`config.mk`:
```
export PLATFORM = sky130hd
export DESIGN_NAME = tmds_period_ctrl
export DESIGN_NICKNAME = d
export VERILOG_FILES = /design/src/rtl/tmds_pkg.sv /design/src/rtl/raster_counter.sv /design/src/rtl/tmds_period_ctrl.sv
export SDC_FILE = /design/constraint.sdc
export NUM_CORES = 1
export LEC_CHECK = 0
export ABC_AREA = 1
export CAP_MARGIN = 20
export CORE_MARGIN = 1
export CORE_UTILIZATION = 56
export CTS_BUF_LIST = sky130_fd_sc_hd__clkbuf_4
export CTS_CLUSTER_SIZE = 25
export DETAILED_ROUTE_END_ITERATION = 16
export GPL_ROUTABILITY_DRIVEN = 1
export PLACE_DENSITY = 0.89
export SLEW_MARGIN = 20
export SYNTH_ARGS = -nofsm -noshare
export SYNTH_HDL_FRONTEND = slang
export SYNTH_SLANG_ARGS = --single-unit
```
`constraint.sdc`:
```
create_clock -name clk -period 2.6 [get_ports clk]
set_clock_uncertainty 0.2 [all_clocks]
set_input_delay 0.65 -clock clk [delete_from_list [all_inputs] [get_ports clk]]
set_output_delay 0.65 -clock clk [all_outputs]
set_load 0.005 [all_outputs]
```
`src/rtl/tmds_pkg.sv`:
```
// Shared TMDS types and constants: mux select encoding, period state,
// the four control-period tokens and the video guard-band codes.
package tmds_pkg;

    typedef enum logic [1:0] {
        SEL_CTRL  = 2'b00,
        SEL_GUARD = 2'b01,
        SEL_VIDEO = 2'b10
    } sel_t;

    typedef enum logic [1:0] {
        ST_CTRL     = 2'b00,
        ST_PREAMBLE = 2'b01,
        ST_GUARD    = 2'b10,
        ST_VIDEO    = 2'b11
    } state_t;

    localparam logic [9:0] CTRL_TOKEN_00 = 10'b1101010100;
    localparam logic [9:0] CTRL_TOKEN_01 = 10'b0010101011;
    localparam logic [9:0] CTRL_TOKEN_10 = 10'b0101010100;
    localparam logic [9:0] CTRL_TOKEN_11 = 10'b1010101011;

    localparam logic [9:0] GUARD_CH02 = 10'b1011001100;
    localparam logic [9:0] GUARD_CH1  = 10'b0100110011;

    // Control token for {C1,C0}
    function automatic logic [9:0] ctrl_token(input logic [1:0] c);
        logic [9:0] tok;
        unique case (c)
            2'b00:   tok = CTRL_TOKEN_00;
            2'b01:   tok = CTRL_TOKEN_01;
            2'b10:   tok = CTRL_TOKEN_10;
            default: tok = CTRL_TOKEN_11;
        endcase
        return tok;
    endfunction

endpackage

```
`src/rtl/raster_counter.sv`:
```
// Horizontal/vertical raster counters with window decodes.
// Ports:
//   clk, n_rst      pixel clock, async active-low reset
//   en_i            run enable; low clears both counters on the next edge
//   pre_c_o         current count is in the preamble window of an active line
//   guard_c_o       current count is in the guard window of an active line
//   video_c_o       current count is in the active video window
//   video_next_c_o  count after the next edge is in the active video window
//   hsync_c_o       current count is in the hsync window
//   vsync_c_o       current line is a vsync line
//   frame_c_o       current count is h=0, v=0
module raster_counter #(
    parameter int unsigned H_ACTIVE = 640,
    parameter int unsigned H_FP     = 16,
    parameter int unsigned H_SYNC   = 96,
    parameter int unsigned H_BP     = 48,
    parameter int unsigned V_ACTIVE = 480,
    parameter int unsigned V_FP     = 10,
    parameter int unsigned V_SYNC   = 2,
    parameter int unsigned V_BP     = 33
) (
    input  logic clk,
    input  logic n_rst,
    input  logic en_i,
    output logic pre_c_o,
    output logic guard_c_o,
    output logic video_c_o,
    output logic video_next_c_o,
    output logic hsync_c_o,
    output logic vsync_c_o,
    output logic frame_c_o
);

    localparam int unsigned H_TOTAL = H_BP + H_ACTIVE + H_FP + H_SYNC;
    localparam int unsigned V_TOTAL = V_ACTIVE + V_FP + V_SYNC + V_BP;
    localparam int unsigned HW      = $clog2(H_TOTAL);
    localparam int unsigned VW      = $clog2(V_TOTAL);

    logic [HW-1:0] h_q, h_d;
    logic [VW-1:0] v_q, v_d;

    // Signed compare keeps windows starting at zero free of always-true tests
    function automatic logic in_range(input int x, input int lo, input int hi);
        return (x >= lo) && (x <= hi);
    endfunction

    function automatic logic is_video(input logic [HW-1:0] h, input logic [VW-1:0] v);
        return in_range(int'(v), 0, int'(V_ACTIVE) - 1) &&
               in_range(int'(h), int'(H_BP), int'(H_BP + H_ACTIVE) - 1);
    endfunction

    // Next count: line wrap advances the line counter, en low clears both
    always_comb begin
        h_d = '0;
        v_d = '0;
        if (en_i) begin
            if (h_q == HW'(H_TOTAL - 1)) begin
                h_d = '0;
                v_d = (v_q == VW'(V_TOTAL - 1)) ? '0 : v_q + VW'(1);
            end else begin
                h_d = h_q + HW'(1);
                v_d = v_q;
            end
        end
    end

    always_ff @(posedge clk or negedge n_rst) begin
        if (!n_rst) begin
            h_q <= '0;
            v_q <= '0;
        end else begin
            h_q <= h_d;
            v_q <= v_d;
        end
    end

    logic active_line;
    assign active_line = in_range(int'(v_q), 0, int'(V_ACTIVE) - 1);

    assign pre_c_o        = active_line && in_range(int'(h_q), int'(H_BP) - 10, int'(H_BP) - 3);
    assign guard_c_o      = active_line && in_range(int'(h_q), int'(H_BP) - 2, int'(H_BP) - 1);
    assign video_c_o      = is_video(h_q, v_q);
    assign video_next_c_o = is_video(h_d, v_d);
    assign hsync_c_o      = in_range(int'(h_q), int'(H_TOTAL - H_SYNC), int'(H_TOTAL) - 1);
    assign vsync_c_o      = in_range(int'(v_q), int'(V_ACTIVE + V_FP), int'(V_ACTIVE + V_FP + V_SYNC) - 1);
    assign frame_c_o      = (h_q == '0) && (v_q == '0);

endmodule

```
`src/rtl/tmds_period_ctrl.sv`:
```
// Per-channel TMDS period sequencer: classifies each pixel clock as
// control / preamble / guard / video and drives the output mux controls.
// Ports:
//   clk, n_rst   pixel clock, async active-low reset
//   en           run enable; low clears the raster and forces reset outputs
//   sel          mux select (00 control, 01 guard, 10 video)
//   blank_data   control token for this channel
//   guard_data   guard-band code for this channel
//   hsync/vsync  physical sync levels
//   de           data enable, high exactly when sel=10
//   pixel_req    high one cycle ahead of each de-high cycle
//   frame_start  one-cycle pulse for raster position h=0, v=0
module tmds_period_ctrl
    import tmds_pkg::*;
#(
    parameter int unsigned H_ACTIVE = 640,
    parameter int unsigned H_FP     = 16,
    parameter int unsigned H_SYNC   = 96,
    parameter int unsigned H_BP     = 48,
    parameter int unsigned V_ACTIVE = 480,
    parameter int unsigned V_FP     = 10,
    parameter int unsigned V_SYNC   = 2,
    parameter int unsigned V_BP     = 33,
    parameter logic        HS_POL   = 1'b0,
    parameter logic        VS_POL   = 1'b0,
    parameter int unsigned CHANNEL  = 0
) (
    input  logic       clk,
    input  logic       n_rst,
    input  logic       en,
    output logic [1:0] sel,
    output logic [9:0] blank_data,
    output logic [9:0] guard_data,
    output logic       hsync,
    output logic       vsync,
    output logic       de,
    output logic       pixel_req,
    output logic       frame_start
);

    localparam logic [9:0] GUARD_VAL = (CHANNEL == 1) ? GUARD_CH1 : GUARD_CH02;
    localparam logic [9:0] BLANK_RST = (CHANNEL == 0) ? ctrl_token({~VS_POL, ~HS_POL})
                                                      : CTRL_TOKEN_00;

    logic pre_c, guard_c, video_c, video_next_c, hsync_c, vsync_c, frame_c;

    raster_counter #(
        .H_ACTIVE (H_ACTIVE), .H_FP (H_FP), .H_SYNC (H_SYNC), .H_BP (H_BP),
        .V_ACTIVE (V_ACTIVE), .V_FP (V_FP), .V_SYNC (V_SYNC), .V_BP (V_BP)
    ) u_raster (
        .clk            (clk),
        .n_rst          (n_rst),
        .en_i           (en),
        .pre_c_o        (pre_c),
        .guard_c_o      (guard_c),
        .video_c_o      (video_c),
        .video_next_c_o (video_next_c),
        .hsync_c_o      (hsync_c),
        .vsync_c_o      (vsync_c),
        .frame_c_o      (frame_c)
    );

    state_t     state_q, state_d;
    sel_t       sel_q, sel_d;
    logic [9:0] blank_q, blank_d;
    logic [9:0] guard_q;
    logic       hs_q, hs_d, vs_q, vs_d;
    logic       de_q, de_d, preq_q, preq_d, fs_q, fs_d;

    // Period state advances CTRL->PREAMBLE->GUARD->VIDEO->CTRL, falling back
    // to CTRL whenever the raster leaves the current window
    always_comb begin
        state_d = ST_CTRL;
        sel_d   = SEL_CTRL;
        hs_d    = ~HS_POL;
        vs_d    = ~VS_POL;
        preq_d  = 1'b0;
        fs_d    = 1'b0;
        blank_d = CTRL_TOKEN_00;
        if (en) begin
            unique case (state_q)
                ST_CTRL:     state_d = pre_c ? ST_PREAMBLE : ST_CTRL;
                ST_PREAMBLE: state_d = pre_c ? ST_PREAMBLE : (guard_c ? ST_GUARD : ST_CTRL);
                ST_GUARD:    state_d = guard_c ? ST_GUARD : (video_c ? ST_VIDEO : ST_CTRL);
                default:     state_d = video_c ? ST_VIDEO : ST_CTRL;
            endcase
            hs_d   = hsync_c ? HS_POL : ~HS_POL;
            vs_d   = vsync_c ? VS_POL : ~VS_POL;
            preq_d = video_next_c;
            fs_d   = frame_c;
        end
        unique case (state_d)
            ST_GUARD: sel_d = SEL_GUARD;
            ST_VIDEO: sel_d = SEL_VIDEO;
            default:  sel_d = SEL_CTRL;
        endcase
        de_d = (state_d == ST_VIDEO);
        // Token source: ch0 carries syncs, ch1 flags the video preamble
        if (CHANNEL == 0) begin
            blank_d = ctrl_token({vs_d, hs_d});
        end else if (CHANNEL == 1) begin
            blank_d = ctrl_token({1'b0, state_d == ST_PREAMBLE});
        end
    end

    always_ff @(posedge clk or negedge n_rst) begin
        if (!n_rst) begin
            state_q <= ST_CTRL;
            sel_q   <= SEL_CTRL;
            blank_q <= BLANK_RST;
            guard_q <= GUARD_VAL;
            hs_q    <= ~HS_POL;
            vs_q    <= ~VS_POL;
            de_q    <= 1'b0;
            preq_q  <= 1'b0;
            fs_q    <= 1'b0;
        end else begin
            state_q <= state_d;
            sel_q   <= sel_d;
            blank_q <= blank_d;
            guard_q <= GUARD_VAL;
            hs_q    <= hs_d;
            vs_q    <= vs_d;
            de_q    <= de_d;
            preq_q  <= preq_d;
            fs_q    <= fs_d;
        end
    end

    assign sel         = sel_q;
    assign blank_data  = blank_q;
    assign guard_data  = guard_q;
    assign hsync       = hs_q;
    assign vsync       = vs_q;
    assign de          = de_q;
    assign pixel_req   = preq_q;
    assign frame_start = fs_q;

endmodule

```
==> summary.md <==
| Metric | Value |
|---|---|
| CTS clk-pin slew, worst paths | 0.09 ns |
| Finished Cell Area | 0.002265 sq mm |
| Worst hold stages | 1 |
| Worst reg2reg path depth | 10 |
| CTS buffer count | 5 |
| LEAKAGE | 1.161 nW |
| CP Capture Point | blank_data[7] |
| Layout area overhead | 9.630% |
| Crit end category | output pin |
| Via count of the first global-routing pass | 1712 |
| Routability cong. | 0.9233 |
| Slowest stage delay, CP | 0.58 ns |
| # clock sinks | 30 |
| Slowest cell on the critical path | dfstp_2 |
| ANT nets after route | 0 |
| Post-synth EDFFs | 0 |
| Setup violations, final | 0 |
| GRT Overall Usage | 0.2440 |
| FF-to-FF setup slack | 0.44 ns |
| Max-Cap Viols | 0 |
| Mapped Area | 0.002066 sq mm |
| Post-synthesis mux area share | 0 |
| Top cells by area, synth | dfrtp_1 33%, nand2_1 13%, inv_1 7.3%, buf_4 6.9%, nor2_1 6.7% |
| Area leader, netlist | dfrtp_1 |
| Synth cell types | 27 |
| Share of cells above drive strength 1 | 0.1065 |
| Setup bufs post-CTS | 0 |
| Die W | 62.74 microns |
| Drt total wl | 4286 microns |
| Number of cells on the critical path | 1 |
| VDD IR-drop max | 272.4 uV |
| Number of fill cells in the layout | 294 |
| Chip Height | 62.74 microns |
| Required time worst endpoint | 1.75 ns |
| Total negative setup slack | 0 ns |
| DR top layer | met4 |
| Post-Synth XOR/XNOR Area | 0.01272 |
| Average wire per standard cell | 12.04 microns |
| M1 WL | 1905 microns |
| Post-Synth Adder-Cell Area | 0.03634 |
| Asr flop ratio synth | 1.000 |
| R2R Path End | pixel_req |
| Seq/Total Area, Yosys | 0.3652 |
| Remaining global-route overflow | 0 |
| Count of pins over their slew limit | 0 |
| Arrival time worst endpoint | 1.43 ns |
| Post-synthesis simple-gate area fraction | 0.3804 |
| Hold Path Origin | u_raster.h_q[0] |
| Synthesized area per cell | 7.050 sq um |
| Final Hold Vio Count | 0 |
| Pwr/cell area | 356.5 mW/mm^2 |
| DR WL met2 | 1982 microns |
| RSZ-0062 raised after global routing | no |
| Largest delay share family, worst path | flip-flops |
| Compound-gate portion of the synthesized area | 0.04482 |
| Cells along the critical path | clkdlybuf4s50_1 |
| Synthesis Warnings | 0 |
| CTS H-tree lvls | 2 |
| Most frequent cells after synthesis | 72 x nand2_1, 40 x inv_1, 37 x nor2_1 |
| Site Rows | 21 |
| Cells after synthesis | 293 |
| Port bufs | 19 |
| Initial Util | 0.6001 |
| # IOs | 30 |
| Hold buffers post-CTS | 0 |
| First-pass GRT wire length | 7431 microns |
| Count leader, synth | nand2_1 |
| Total Nets Final | 318 |
| Largest net degree at the start of global routing | 31 |
| Worst Setup SP | hsync |
| Worst Setup Path Type | flip-flop to output pin |
| Worst path bufs/invs | 1 |
| Worst setup margin | 0.3221 ns |
| # diodes | 0 |
| Top cell type's share of synthesized area | 0.3271 |
| Dominant combinational cell family by area after synthesis | simple AND/OR/NAND/NOR gates |
| Cts repair resizes | 0 |
| DRT Pass-1 Iters | 5 |
| Max Fclk | 0.4390 GHz |
| Crit start category | flip-flop |
| Initial antenna violation count | 0 |
| Period utilisation layout | 0.8761 |
| Via Count | 1855 |
| Vias/cell | 5.211 |
| Crit Path Max Fanout | 6 |
| Placed cell areas | 0.002211 sq mm |
| Reg2reg start | u_raster.h_q[0] |
| DRC errors left | 0 |
| CTS Buffer Depth | 2 |
| Metal3 WL | 274 microns |
| Min Tclk post-route | 2.278 ns |
| Dpl ws | 0.3363 ns |
| Clk Latency, worst-skew pair | 0.34 ns |
| Die Area | 0.003936 sq mm |
| Register bit count reported by yosys | 30 |
| Drt initial violations | 111 |
| Worst hold-check path type | flip-flop to flip-flop |
| Final HPWL DP | 3222 microns |
| CTS tree | yes |
| Root buffer cell | clkbuf_4 |
| Core area | 0.003442 sq mm |
| Most used DFF post-synth | dfrtp_1 |
| Status | finished, final reports clean |
logic make-up after synthesis:
| logic type | count (synthesis) |
|---|---|
| simple gates | 169 |
| buf+inv | 67 |
| flops | 30 |
| compound gates | 16 |
| fa+ha+maj | 6 |
| xor+xnor | 3 |
| other cells | 2 |
where the power goes:
part           switching, mW  leakage, nW  internal (mW)
Sequential           0.00673        0.405          0.472
Combinational         0.0349        0.723         0.0174
Clock                  0.165       0.0331          0.112
Total                  0.207         1.16          0.601
per-layer routing:
| layer | vias to the layer above | GRT usage |
|---|---|---|
| met2 | 79 | 0.3886 |
| met5 | - | 0 |
| met1 | 841 | 0.3139 |
| li1 | 917 | - |
| met4 | 0 | 0.1366 |
| met3 | 18 | 0.04197 |
area by class of cell:
class,instances,area (sq um),share of cell area
Clock buffer,6,45.04,0.01989
Sequential cell,30,754.5,0.3331
Multi-Input combinational cell,204,1017,0.4492
Clock inverter,2,8.758,0.003867
Timing Repair Buffer,21,205.2,0.09061
Tap cell,46,57.56,0.02541
Inverter,47,176.4,0.07790
worst min-delay path by stage:
| stage | endpoint |
|---|---|
| finish | u_raster.h_q[0] |
| global placement | u_raster.v_q[0] |
| floorplan | blank_data[8] |
| global route | u_raster.v_q[0] |
| CTS | u_raster.h_q[0] |
| detailed placement | u_raster.h_q[0] |
flip-flops by register name, summed over array words and instances, names as in the netlist:
register and count:
sel 1, state_q 2, u_raster.h_q 10, hsync 1, frame_start 1, u_raster.v_q 10
vsync 1, pixel_req 1, de 1, blank_data 2
cells in the final DEF (no fill, tap or decap), types with 6 or more instances in the layout:
cell type / count
nor2_1: 37
nand4_1: 10
ha_1: 6
clkdlybuf4s50_1: 19
clkbuf_4: 6
dfrtp_1: 27
nand2_1: 72
nor3_1: 6
nand3_1: 27
inv_1: 40
conb_1: 10
through the flow:
step / hold WS (ns) / power, mW / std cells / util
CTS: 0.3694 / 0.8109 / 356 / 0.6579
global route: 0.4003 / 0.8441 / 356 / 0.6579
floorplan: 0.1544 / 0.5251 / 301 / -
finish: 0.3687 / 0.8074 / 356 / 0.6579
detailed placement: 0.3527 / 0.5395 / 348 / 0.6423
global placement: 0.3496 / 0.5387 / 348 / 0.6423
Note: power is estimated with default switching activity, not from simulation.
